[config.mk]
export PLATFORM = sky130hd
export DESIGN_NAME = mtimer_clint
export DESIGN_NICKNAME = d
export VERILOG_FILES = /design/src/rtl/mtimer_clint.sv
export SDC_FILE = /design/constraint.sdc
export NUM_CORES = 1
export LEC_CHECK = 0
export BUFFER_PORTS_ARGS = -buffer_cell sky130_fd_sc_hd__buf_2
export CAP_MARGIN = 10
export CORE_AREA = 2 2 236 145
export CTS_BUF_LIST = sky130_fd_sc_hd__clkbuf_4
export DETAILED_ROUTE_END_ITERATION = 8
export DIE_AREA = 0 0 238 147
export PLACE_DENSITY = 0.57
export REMOVE_ABC_BUFFERS = 1
export SETUP_SLACK_MARGIN = 0.4
export SLEW_MARGIN = 20
export SYNTH_ARGS = -nofsm -noshare
export SYNTH_HDL_FRONTEND = slang
export SYNTH_SLANG_ARGS = --single-unit
[constraint.sdc]
create_clock -name clk -period 6.8 [get_ports clk]
set_input_delay 0.68 -clock clk [delete_from_list [all_inputs] [get_ports clk]]
set_output_delay 0.68 -clock clk [all_outputs]
set_load 0.02 [all_outputs]
[src/rtl/mtimer_clint.sv]
// ---------------------------------------------------------------------------
// mtimer_clint
//
// Machine-level core-local interruptor. Holds the 64-bit mtime counter, the
// 64-bit mtimecmp compare register and the msip software-interrupt bit behind
// a single-cycle memory-mapped slave port, and synchronizes the asynchronous
// external interrupt line. Produces the 32-bit interrupt vector with
// MSIP (bit 3), MTIP (bit 7) and MEIP (bit 11).
//
// Register map (word aligned, bus_addr[1:0] ignored):
//   0x0000          msip      bit 0 R/W, bits 31:1 read 0
//   0x4000 / 0x4004 mtimecmp  lo / hi, R/W
//   0xBFF8 / 0xBFFC mtime     lo / hi, R/W
//   anything else   reads 0, writes ignored, still acknowledged
//
// Parameters:
//   PRESCALE    core clock cycles per mtime increment (>= 1)
//
// Ports:
//   clk         core clock, the only clock
//   rst_n       synchronous active-low reset
//   bus_req     request valid, accepted every cycle it is high
//   bus_we      1 = write, 0 = read
//   bus_addr    byte address
//   bus_wdata   full-word write data
//   bus_ack     one-cycle pulse for the request of the previous edge
//   bus_rdata   read data while bus_ack is high, otherwise 0
//   ext_irq     asynchronous level-sensitive external interrupt
//   interrupts  interrupt vector to the core's interrupt controller
// ---------------------------------------------------------------------------
module mtimer_clint #(
  parameter int unsigned PRESCALE = 1
) (
  input  logic        clk,
  input  logic        rst_n,
  input  logic        bus_req,
  input  logic        bus_we,
  input  logic [15:0] bus_addr,
  input  logic [31:0] bus_wdata,
  output logic        bus_ack,
  output logic [31:0] bus_rdata,
  input  logic        ext_irq,
  output logic [31:0] interrupts
);

  // Prescaler width; a one-bit counter is kept even when PRESCALE is 1.
  localparam int unsigned     PW      = (PRESCALE > 1) ? $clog2(PRESCALE) : 1;
  localparam logic [PW-1:0]   PRE_MAX = PW'(PRESCALE - 1);
  localparam logic [PW-1:0]   PRE_ONE = PW'(1);

  // Word addresses (bus_addr[15:2]).
  localparam logic [13:0] A_MSIP    = 14'h0000;
  localparam logic [13:0] A_CMP_LO  = 14'h1000;
  localparam logic [13:0] A_CMP_HI  = 14'h1001;
  localparam logic [13:0] A_TIME_LO = 14'h2FFE;
  localparam logic [13:0] A_TIME_HI = 14'h2FFF;

  // Architectural state
  logic [63:0]   r_mtime;
  logic [63:0]   r_mtimecmp;
  logic [PW-1:0] r_pre;
  logic          r_msip;
  logic          r_mtip;
  logic          r_ext_s1;
  logic          r_ext_s2;
  logic          r_ack;
  logic [31:0]   r_rdata;

  // Decode
  logic [13:0]   w_word;
  logic          w_wr;
  logic          w_rd;
  logic          w_wr_msip;
  logic          w_wr_cmp_lo;
  logic          w_wr_cmp_hi;
  logic          w_wr_time_lo;
  logic          w_wr_time_hi;
  logic          w_tick;
  logic [31:0]   w_rd_mux;
  logic          w_unused_addr;

  assign w_word        = bus_addr[15:2];
  assign w_unused_addr = ^bus_addr[1:0];

  assign w_wr          = bus_req &  bus_we;
  assign w_rd          = bus_req & ~bus_we;

  assign w_wr_msip     = w_wr && (w_word == A_MSIP);
  assign w_wr_cmp_lo   = w_wr && (w_word == A_CMP_LO);
  assign w_wr_cmp_hi   = w_wr && (w_word == A_CMP_HI);
  assign w_wr_time_lo  = w_wr && (w_word == A_TIME_LO);
  assign w_wr_time_hi  = w_wr && (w_word == A_TIME_HI);

  // Terminal count of the prescaler; always true when PRESCALE is 1.
  assign w_tick        = (r_pre == PRE_MAX);

  // Read mux sees the pre-edge register values, so a read returns the state
  // before any write or increment landing on the same edge.
  always_comb begin
    w_rd_mux = '0;
    case (w_word)
      A_MSIP:    w_rd_mux = {31'b0, r_msip};
      A_CMP_LO:  w_rd_mux = r_mtimecmp[31:0];
      A_CMP_HI:  w_rd_mux = r_mtimecmp[63:32];
      A_TIME_LO: w_rd_mux = r_mtime[31:0];
      A_TIME_HI: w_rd_mux = r_mtime[63:32];
      default:   w_rd_mux = '0;
    endcase
  end

  // mtime and prescaler. A bus write to either half wins over the increment
  // and restarts the prescale period.
  always_ff @(posedge clk) begin
    if (!rst_n) begin
      r_mtime <= '0;
      r_pre   <= '0;
    end else if (w_wr_time_lo) begin
      r_mtime[31:0] <= bus_wdata;
      r_pre         <= '0;
    end else if (w_wr_time_hi) begin
      r_mtime[63:32] <= bus_wdata;
      r_pre          <= '0;
    end else if (w_tick) begin
      r_mtime <= r_mtime + 64'd1;
      r_pre   <= '0;
    end else begin
      r_pre   <= r_pre + PRE_ONE;
    end
  end

  // mtimecmp, reset to all ones so no timer interrupt fires out of reset.
  always_ff @(posedge clk) begin
    if (!rst_n) begin
      r_mtimecmp <= '1;
    end else if (w_wr_cmp_lo) begin
      r_mtimecmp[31:0] <= bus_wdata;
    end else if (w_wr_cmp_hi) begin
      r_mtimecmp[63:32] <= bus_wdata;
    end
  end

  // Software interrupt bit.
  always_ff @(posedge clk) begin
    if (!rst_n) begin
      r_msip <= 1'b0;
    end else if (w_wr_msip) begin
      r_msip <= bus_wdata[0];
    end
  end

  // Timer compare on current register values; one edge behind any change.
  always_ff @(posedge clk) begin
    if (!rst_n) begin
      r_mtip <= 1'b0;
    end else begin
      r_mtip <= (r_mtime >= r_mtimecmp);
    end
  end

  // Two-flop synchronizer for the asynchronous external interrupt.
  always_ff @(posedge clk) begin
    if (!rst_n) begin
      r_ext_s1 <= 1'b0;
      r_ext_s2 <= 1'b0;
    end else begin
      r_ext_s1 <= ext_irq;
      r_ext_s2 <= r_ext_s1;
    end
  end

  // Bus response: one cycle after the request, zero data on writes and idle.
  always_ff @(posedge clk) begin
    if (!rst_n) begin
      r_ack   <= 1'b0;
      r_rdata <= '0;
    end else begin
      r_ack   <= bus_req;
      r_rdata <= w_rd ? w_rd_mux : 32'd0;
    end
  end

  assign bus_ack    = r_ack;
  assign bus_rdata  = r_rdata;
  assign interrupts = {20'b0, r_ext_s2, 3'b0, r_mtip, 3'b0, r_msip, 3'b0};

endmodule
==> qor.yml, run 1 <==
outcome:
  status: "completed"
placement:
  gp_congestion: 0.969
  dpl.hpwl_um: 26200
  port_buffers: 86
power_and_ir_drop:
  p_per_area_nw_per_um2: 158
  p_leak_nw: 4.47
  finalPower_mw: 1.71
  ir_drop_v: 0.000108
detailed_routing:
  drc: 0
  drt-total-wl_um: 36500
  dr.pass1.iters: 6
  antenna_left: 0
  num_vias: 9692
  vias_per_cell: 5.71
  drt_iter0_drc: 1452
  wl_per_cell_um: 21.5
setup_path:
  crit_fanout: 9
  crit_type: "flop to flop"
  startpoint_type: "flop"
  reg2reg_depth: 6
  r2r_end: "r_mtime[51]"
  crit_required_ps: 7370
  r2r_slack_ps: 3390
  worstReg2RegStart: "r_mtime[34]"
  cp_data_arrival_time_ps: 3980
  crit_end: "r_mtime[51]"
  crit_path_start: "r_mtime[34]"
  crit_path_end_kind: "flop"
timing:
  worstMarginPinSlew_ps: 1130
  skew_ps: 31.2
  finalSetupTns_ps: 0
  period_minus_slack_ps: 3410
  setup_violations: 0
  hold_viol: 0
  drv_slew: 0
  fmax_ghz: 0.294
  rsz0062_at_grt: "no"
  slew_headroom: 0.246
  finalCritPeriodShare: 0.501
yosys:
  synth.distinct_cells: 58
  synth-seq-cells: 166
  yosys_warnings: 0
  seq_area_frac_synth: 0.341
  ys_async_sr_fraction: 0
  avgSynthCellArea_um2: 8.15
  ys.flop_type: "dfxtp_1"
  synth_edf_count: 0
  syn-cell-area_um2: 9730
  netlist_instances: 1194
global_route:
  grt_usage: 0.208
  first_global_vias: 8683
  grt_pass1_wl_um: 54600
  grt.overflow.total: 0
  grt_max_degree: 64
  grt_antenna_before_repair: 2
clocking:
  clk_latency_ps: 660
  clock_sinks: 166
  root_buffer: "clkbuf_4"
  cts_tree: "yes"
  path_clk_slew_ps: 150
  post_cts_buffers: 0
  cts_buffers: 17
  clockBufferDepth: 2
  ctsHoldBuffers: 0
  postCtsResizedCells: 0
  htree_num_levels: 4
flow_run:
  drv_cap: 0
floorplan:
  die_w_um: 238
  ioPinCount: 118
  rows: 52
  die_area_um2: 35000
  die_h_um: 147
  core_area_um2: 33100
  start_util: 0.295
cells_and_area:
  area_delta_synth_final_pct: 11.0
  drive_gt1_frac: 0.144
  nets: 1366
  fillCellCount: 3522
worst_hold_path:
  hold_class: "input port to flop"
## layout by cell type (no fill, tap or decap), drive strengths merged, types with 7 or more instances in the layout
cell type / instances
conb: 30
dfxtp: 166
and2: 8
and3: 11
a22oi: 21
mux2: 29
o21ai: 51
a21o: 10
a22o: 8
o211ai: 75
nor3: 26
ha: 65
a21oi: 69
nor4: 22
xor2: 7
nor2: 59
nand3: 51
and4: 11
or4: 12
xnor2: 18
a31oi: 12
clkbuf: 23
a222oi: 31
nand2: 148
nand4: 35
or3: 14
buf: 107
inv: 76
## worst min-delay path by stage
stage / startpoint / endpoint / slack [ps] / depth (start not counted)
after floorplan: r_ext_s1 / r_ext_s2 / 410 / 1
after global placement: r_ext_s1 / r_ext_s2 / 420 / 1
after detailed placement: r_ext_s1 / r_ext_s2 / 420 / 1
after CTS: ext_irq / r_ext_s1 / 220 / 2
after global routing: ext_irq / r_ext_s1 / 220 / 2
final: ext_irq / r_ext_s1 / 260 / 2
## synth_stat cells (all sizes together), types with 34 or more instances
cell type  instances  area [um^2]
a21oi             69          345
buf               34          255
clkbuf            67          253
dfxtp            166         3320
ha                65          813
inv               76          285
nand2            148          556
nand3             51          255
nand4             35          231
nor2              59          221
o211ai            75          563
o21ai             51          255
## kinds of logic after synthesis
logic type                 after synthesis  share of synthesized area
buffers and inverters                  179                     0.0823
and+or+nand+nor                        414                      0.212
adders and majority gates               65                     0.0835
other                                    1                   0.000385
muxes                                   34                     0.0387
AOI/OAI and AO/OA                      310                      0.219
xor gates and xnor gates                25                     0.0225
DFF                                    166                      0.341
## sequential cells by signal, indices dropped and copies added (netlist names)
signal      cells
r_mtime        64
r_mtimecmp     64
r_ext_s2        1
r_mtip          1
r_ext_s1        1
r_msip          1
bus_rdata      32
bus_ack         1
r_pre           1
## cell type report
type / instances / area, um^2 / share of cell area
Multi-Input combinational cell: 878 / 5770 / 0.534
Sequential cell: 166 / 3320 / 0.308
Timing Repair Buffer: 107 / 591 / 0.0547
Tap cell: 432 / 541 / 0.0500
Inverter: 78 / 293 / 0.0271
Clock buffer: 23 / 173 / 0.0160
Clock inverter: 9 / 104 / 0.00961
Antenna cell: 4 / 10.0 / 0.000926
## power breakdown
| group | total (mW) | internal, mW | switching, mW |
|---|---|---|---|
| clock network | 0.622 | 0.240 | 0.382 |
| registers | 0.980 | 0.976 | 0.00445 |
| logic | 0.110 | 0.0272 | 0.0825 |
## critical path, stage by stage, from the launching register on
cell      delay (ps)
dfxtp_1          550
nand4_1          280
nor4_1           730
nor4bb_1         960
nand2_1          270
or3_1            370
a31oi_1          150
## metrics by stage
step	setup WS [ps]	util	cells	hold slack [ps]	area, um^2
2_1_floorplan	768	-	1122	412	9340
6_report	3390	0.327	1697	261	10800
4_1_cts	3620	0.326	1693	220	10800
3_3_place_gp	3540	0.318	1661	420	10500
5_1_grt	3400	0.327	1696	219	10800
3_5_place_dp	3430	0.318	1661	425	10500
## metal layers
metal | track usage | up-vias | wire [um]
met2 | 0.259 | 519 | 13200
met4 | 0.0450 | 2 | 345
met1 | 0.332 | 4655 | 18500
met5 | 0 | - | 11
met3 | 0.0656 | 30 | 4500
li1 | - | 4486 | -
(Power assumes the default switching activity.)
==> run 2: changes to the inputs <==
--- a/config.mk
+++ b/config.mk
@@ -11,7 +11,7 @@
 export CTS_BUF_LIST = sky130_fd_sc_hd__clkbuf_4
 export DETAILED_ROUTE_END_ITERATION = 8
 export DIE_AREA = 0 0 238 147
-export PLACE_DENSITY = 0.57
+export PLACE_DENSITY = 0.59
 export REMOVE_ABC_BUFFERS = 1
 export SETUP_SLACK_MARGIN = 0.4
 export SLEW_MARGIN = 20
==> constraint.sdc (replaced) <==
create_clock -name clk -period 3.05 [get_ports clk]
set_input_delay 0.305 -clock clk [delete_from_list [all_inputs] [get_ports clk]]
set_output_delay 0.305 -clock clk [all_outputs]
set_load 0.02 [all_outputs]
==> run 2 against run 1 <==
Final cell count grew 4.5%. Sequential share of layout area shrank 2.0 points. Sequential cell count unchanged. Worst setup slack worse by 3000 ps. Non-clock buffer count rose by 80. Critical path depth up 2. Core utilization grew 2.4 points. Hold slack lost 210 ps. First-iteration DRC count down 21%. Clock skew shrank 4.4 ps. Global-route usage increased by 0.46 points. Fmax grew 29%. Critical path type unchanged.
==> qor.yml, run 2 (same netlist as run 1, synthesis figures left out) <==
timing:
  hold_viol: 0  # unchanged
  skew_ps: 26.8  # -4.38 ps
  rsz0062_at_grt: "yes"
  setup_violations: 0  # unchanged
  finalCritPeriodShare: 0.868  # +0.367
  drv_slew: 0  # unchanged
  worstMarginPinSlew_ps: 916  # -211 ps
  finalSetupTns_ps: 0  # unchanged
  slew_headroom: 0.384  # +0.138
  period_minus_slack_ps: 2650  # -760 ps
  fmax_ghz: 0.378  # +29%
  fin_ws_ps: 403  # -2990 ps
cells_and_area:
  drive_gt1_frac: 0.178  # +0.0347
  final_common_cell: "dfxtp_1"
  area_delta_synth_final_pct: 19.3
  final_cell_mix: "158 x dfxtp_1, 148 x nand2_1, 85 x buf_2, 76 x inv_1, 75 x o211ai_1"
  final_cells: 1774  # +4.5%
  nets: 1446  # +5.9%
global_route:
  grt_antenna_before_repair: 1  # -1
  grt_max_degree: 96  # +50%
  grt_pass1_wl_um: 56000  # +2.6%
  first_global_vias: 9082  # +4.6%
  grt_usage: 0.212  # +0.00461
  grt.overflow.total: 0  # unchanged
setup_path:
  crit_path_end_kind: "flop"
  crit_required_ps: 3630  # -3740 ps
  startpoint_type: "flop"
  crit_type: "flop to flop"
  cp_data_arrival_time_ps: 3230  # -750 ps
  reg2reg_depth: 8  # +2
  crit_fanout: 8  # -1
flow_run:
  drv_cap: 0  # unchanged
detailed_routing:
  drc: 0  # unchanged
  wl_per_cell_um: 20.8  # -3.3%
  drt-total-wl_um: 36900  # +1.1%
  vias_per_cell: 5.57  # -2.5%
  dr.pass1.iters: 6  # unchanged
  drt_iter0_drc: 1152  # -21%
  antenna_left: 0  # unchanged
  num_vias: 9879  # +1.9%
worst_hold_path:
  hold_class: "input port to flop"
  hold_path_depth: 4  # +2
floorplan:
  core_area_um2: 33100  # unchanged
  die_w_um: 238  # unchanged
  rows: 52  # unchanged
  start_util: 0.295  # unchanged
  die_area_um2: 35000  # unchanged
  die_h_um: 147  # unchanged
  ioPinCount: 118  # unchanged
placement:
  dpl.cell_count: 1704  # +2.6%
  place_ws_ps: 195  # -3240 ps
  gp_congestion: 0.945  # -2.5%
  dpl.hpwl_um: 27200  # +3.7%
  port_buffers: 86  # unchanged
clocking:
  cts_buffers: 17  # unchanged
  cts_tree: "yes"
  clock_sinks: 166  # unchanged
  clk_latency_ps: 670  # about the same
  clockBufferDepth: 2  # unchanged
  path_clk_slew_ps: 160  # about the same
  htree_num_levels: 4  # unchanged
  root_buffer: "clkbuf_4"
power_and_ir_drop:
  p_leak_nw: 4.88  # +9.2%
  p_per_area_nw_per_um2: 344  # +120%
  ir_drop_v: 0.000231  # +110%
outcome:
  status: "completed"
run 2: stage by stage:
stage | instance area, um^2 | util | hold slack (ps) | total power [mW]
2_1_floorplan | 9340 | - | 377 | 2.32
3_3_place_gp | 10900 | 0.329 | 420 | 2.48
3_5_place_dp | 10900 | 0.329 | 441 | 2.48
4_1_cts | 11600 | 0.350 | 18.3 | 4.02
5_1_grt | 11600 | 0.351 | 46.5 | 4.14
6_report | 11600 | 0.351 | 52.7 | 4.00
run 2: path summary, 6_finish.rpt:
check,slack (ps),startpoint,end
hold / removal,50,bus_addr[14],r_msip
setup reg to reg,400,r_mtime[36],r_mtime[51]
hold reg to reg,460,r_ext_s1,r_ext_s2
setup / recovery,400,r_mtime[36],r_mtime[51]
run 2: cell type report:
class,instances,area [um^2]
clock inverter,15,186
sequential,166,3330
fill,3473,21400
inverter,78,293
clock buffer,17,128
tap,432,541
timing repair buffer,187,1310
antenna,1,2.50
multi-input combinational,878,5820
run 2: layer usage:
layer,vias up,global-route usage,share of wire
met5,-,0,0
met4,0,0.0425,0.0082
met3,21,0.0723,0.11
met2,430,0.263,0.36
met1,4779,0.339,0.52
li1,4649,-,-
run 2: timing repair:
item,CTS,global route
hold buffers,36,0
gates resized for setup,4,14
setup buffers,0,1
pin swaps,0,3
setup endpoints to repair,4,11
hold endpoints to repair,111,0
run 2: power breakdown:
part | leakage (nW) | switching (mW) | internal [mW] | total, mW
registers | 1.34 | 0.00447 | 2.18 | 2.18
clock network | 0.150 | 0.881 | 0.636 | 1.52
logic | 3.38 | 0.200 | 0.0997 | 0.299
total | 4.88 | 1.09 | 2.91 | 4.00
run 2: worst max-delay path: stages (launching register included):
cell      delay (ps)
dfxtp_1          530
nand4_1          320
nor4_2           370
buf_4            180
nor4bb_1         350
buf_4            210
nand2_1           90
or3_1            310
a31oi_1          180
==> run 3: changes to the inputs <==
--- a/config.mk
+++ b/config.mk
@@ -11,7 +11,6 @@
 export CTS_BUF_LIST = sky130_fd_sc_hd__clkbuf_4
 export DETAILED_ROUTE_END_ITERATION = 8
 export DIE_AREA = 0 0 238 147
-export PLACE_DENSITY = 0.59
 export REMOVE_ABC_BUFFERS = 1
 export SETUP_SLACK_MARGIN = 0.4
 export SLEW_MARGIN = 20
==> run 3 against run 2 <==
Final cell count about the same. Register-to-register slack gained 60 ps. First-iteration DRC count grew 14%. Critical path depth down 2. Via count rose by 1.9%. Critical path type unchanged. Largest power group unchanged. Highest routed layer unchanged.
==> qor.yml, run 3 (same netlist as run 1, synthesis figures left out) <==
clocking:
  htree_num_levels: 4  # unchanged
  path_clk_slew_ps: 160  # about the same
  root_buffer: "clkbuf_4"
  clock_sinks: 166  # unchanged
  clockBufferDepth: 2  # unchanged
  clk_latency_ps: 670  # about the same
  cts_tree: "yes"
  cts_buffers: 17  # unchanged
timing:
  slew_headroom: 0.381  # -0.00304
  setup_violations: 0  # unchanged
  drv_slew: 0  # unchanged
  period_minus_slack_ps: 2590  # -59.3 ps
  worstMarginPinSlew_ps: 918  # +1.90 ps
  fin_hold_ws_ps: 49.8  # -2.83 ps
  fmax_ghz: 0.386  # +2.3%
  rsz0062_at_grt: "yes"
  finalCritPeriodShare: 0.848  # -0.0195
  skew_ps: 27.9  # +1.02 ps
  hold_viol: 0  # unchanged
placement:
  placed_area_um2: 10900  # +0.18%
  gp_congestion: 0.979  # +3.7%
  dpl.hpwl_um: 27700  # +1.9%
  port_buffers: 86  # unchanged
cells_and_area:
  final_util: 0.351  # about the same
  drive_gt1_frac: 0.175  # -0.00298
  fillCellCount: 3510  # +1.1%
  final_cell_mix: "162 x dfxtp_1, 148 x nand2_1, 85 x buf_2, 76 x inv_1, 75 x o211ai_1"
  final_common_cell: "dfxtp_1"
  multi_input_area_um2: 5820  # about the same
  final_cell_area_um2: 11600  # about the same
  nets: 1449  # +0.21%
  area_delta_synth_final_pct: 19.2  # about the same
  seq_area_um2: 3330  # about the same
setup_path:
  crit_type: "flop to flop"
  startpoint_type: "flop"
  reg2reg_depth: 6  # -2
  crit_fanout: 7  # -1
  crit_required_ps: 3680  # +50 ps
  crit_path_end_kind: "flop"
  cp_data_arrival_time_ps: 3210  # -20 ps
  r2r_slack_ps: 460  # +60 ps
global_route:
  grt_antenna_before_repair: 0  # -1
  grt_usage: 0.212  # about the same
  grt.overflow.total: 0  # unchanged
  first_global_vias: 9145  # +0.69%
  grt_pass1_wl_um: 56300  # +0.48%
  grt_max_degree: 58  # -40%
power_and_ir_drop:
  pwr-share-seq: 0.558  # +0.013
  finalPower_mw: 3.90  # -2.3%
  p_comb_frac: 0.078  # +0.003
  p_sw_frac: 0.272  # about the same
  p_sw_mw: 1.06  # -2.3%
  ir_drop_v: 0.000201  # -13%
  p_clk_frac: 0.364  # -0.016
  p_per_area_nw_per_um2: 336  # -2.3%
  p_int_mw: 2.84  # -2.3%
  p_leak_nw: 4.92  # +0.76%
detailed_routing:
  drc: 0  # unchanged
  wl_per_cell_um: 20.9  # +0.59%
  drt-total-wl_um: 37200  # +0.65%
  dr.pass1.iters: 7  # +1
  antenna_left: 0  # unchanged
  drt_iter0_drc: 1312  # +14%
  vias_per_cell: 5.67  # +1.9%
  num_vias: 10069  # +1.9%
floorplan:
  die_h_um: 147  # unchanged
  start_util: 0.295  # unchanged
  ioPinCount: 118  # unchanged
  die_area_um2: 35000  # unchanged
  core_area_um2: 33100  # unchanged
  rows: 52  # unchanged
  die_w_um: 238  # unchanged
worst_hold_path:
  hold_path_depth: 4  # unchanged
  hold_class: "input port to flop"
flow_run:
  drv_cap: 0  # unchanged
outcome:
  status: "completed"
## run 3: cell types whose count changed in the layout (fill, tap and decap cells not counted), sizes merged
cell	before	now
diode	1	2
clkinvlp	5	2
clkbuf	17	19
inv	76	77
buf	151	154
clkinv	8	6
bufinv	4	3
## run 3: routing by layer
metal,routed length (um),vias to the layer above,track usage
li1,-,4653,-
met1,18700,4908,0.335
met2,13800,481,0.272
met3,4360,27,0.0633
met4,348,0,0.0503
met5,0,-,0
## run 3: power groups by stage
stage,sequential [mW],clock (mW),combinational (mW)
after detailed placement,2.23,0,0.259
after global placement,2.23,0,0.255
final,2.18,1.42,0.304
after global routing,2.18,1.52,0.321
after CTS,2.18,1.45,0.297
after floorplan,2.23,0,0.0928
## run 3: worst max-delay path: stages, from the launching register on
cell	delay, ps
dfxtp_1	520
nand4_1	260
or4_1	620
nor3_1	220
nand3_1	330
or4_1	500
nand3_1	90
## run 3: what timing repair did
| action | 4_1_cts | 5_1_grt |
|---|---|---|
| gates resized for setup | 2 | 12 |
| pin swaps | 0 | 1 |
| hold buffers | 36 | 0 |
| endpoints found under the setup margin | 3 | 13 |
| hold endpoints to repair | 102 | 0 |
| setup buffers | 0 | 3 |
## run 3: path summary, 6_finish.rpt
kind,from,end
setup / recovery,r_mtime[18],r_mtime[57]
hold / removal,bus_addr[14],r_msip
setup reg to reg,r_mtime[18],r_mtime[57]
hold reg to reg,r_ext_s1,r_ext_s2
## run 3: through the flow
| step | setup slack (ps) | std cells | setup TNS (ps) |
|---|---|---|---|
| floorplan | -2610 | 1122 | -281080 |
| global placement | 362 | 1705 | 0 |
| detailed placement | 348 | 1705 | 0 |
| CTS | 405 | 1770 | 0 |
| global route | 380 | 1773 | 0 |
| finish | 462 | 1775 | 0 |
## run 3: final cells by class
class / count / area share
Inverter: 78 / 0.0252
Clock buffer: 19 / 0.0123
Antenna cell: 2 / 0.000431
Multi-Input combinational cell: 878 / 0.502
Tap cell: 432 / 0.0466
Sequential cell: 166 / 0.287
Timing Repair Buffer: 190 / 0.116
Clock inverter: 10 / 0.0114
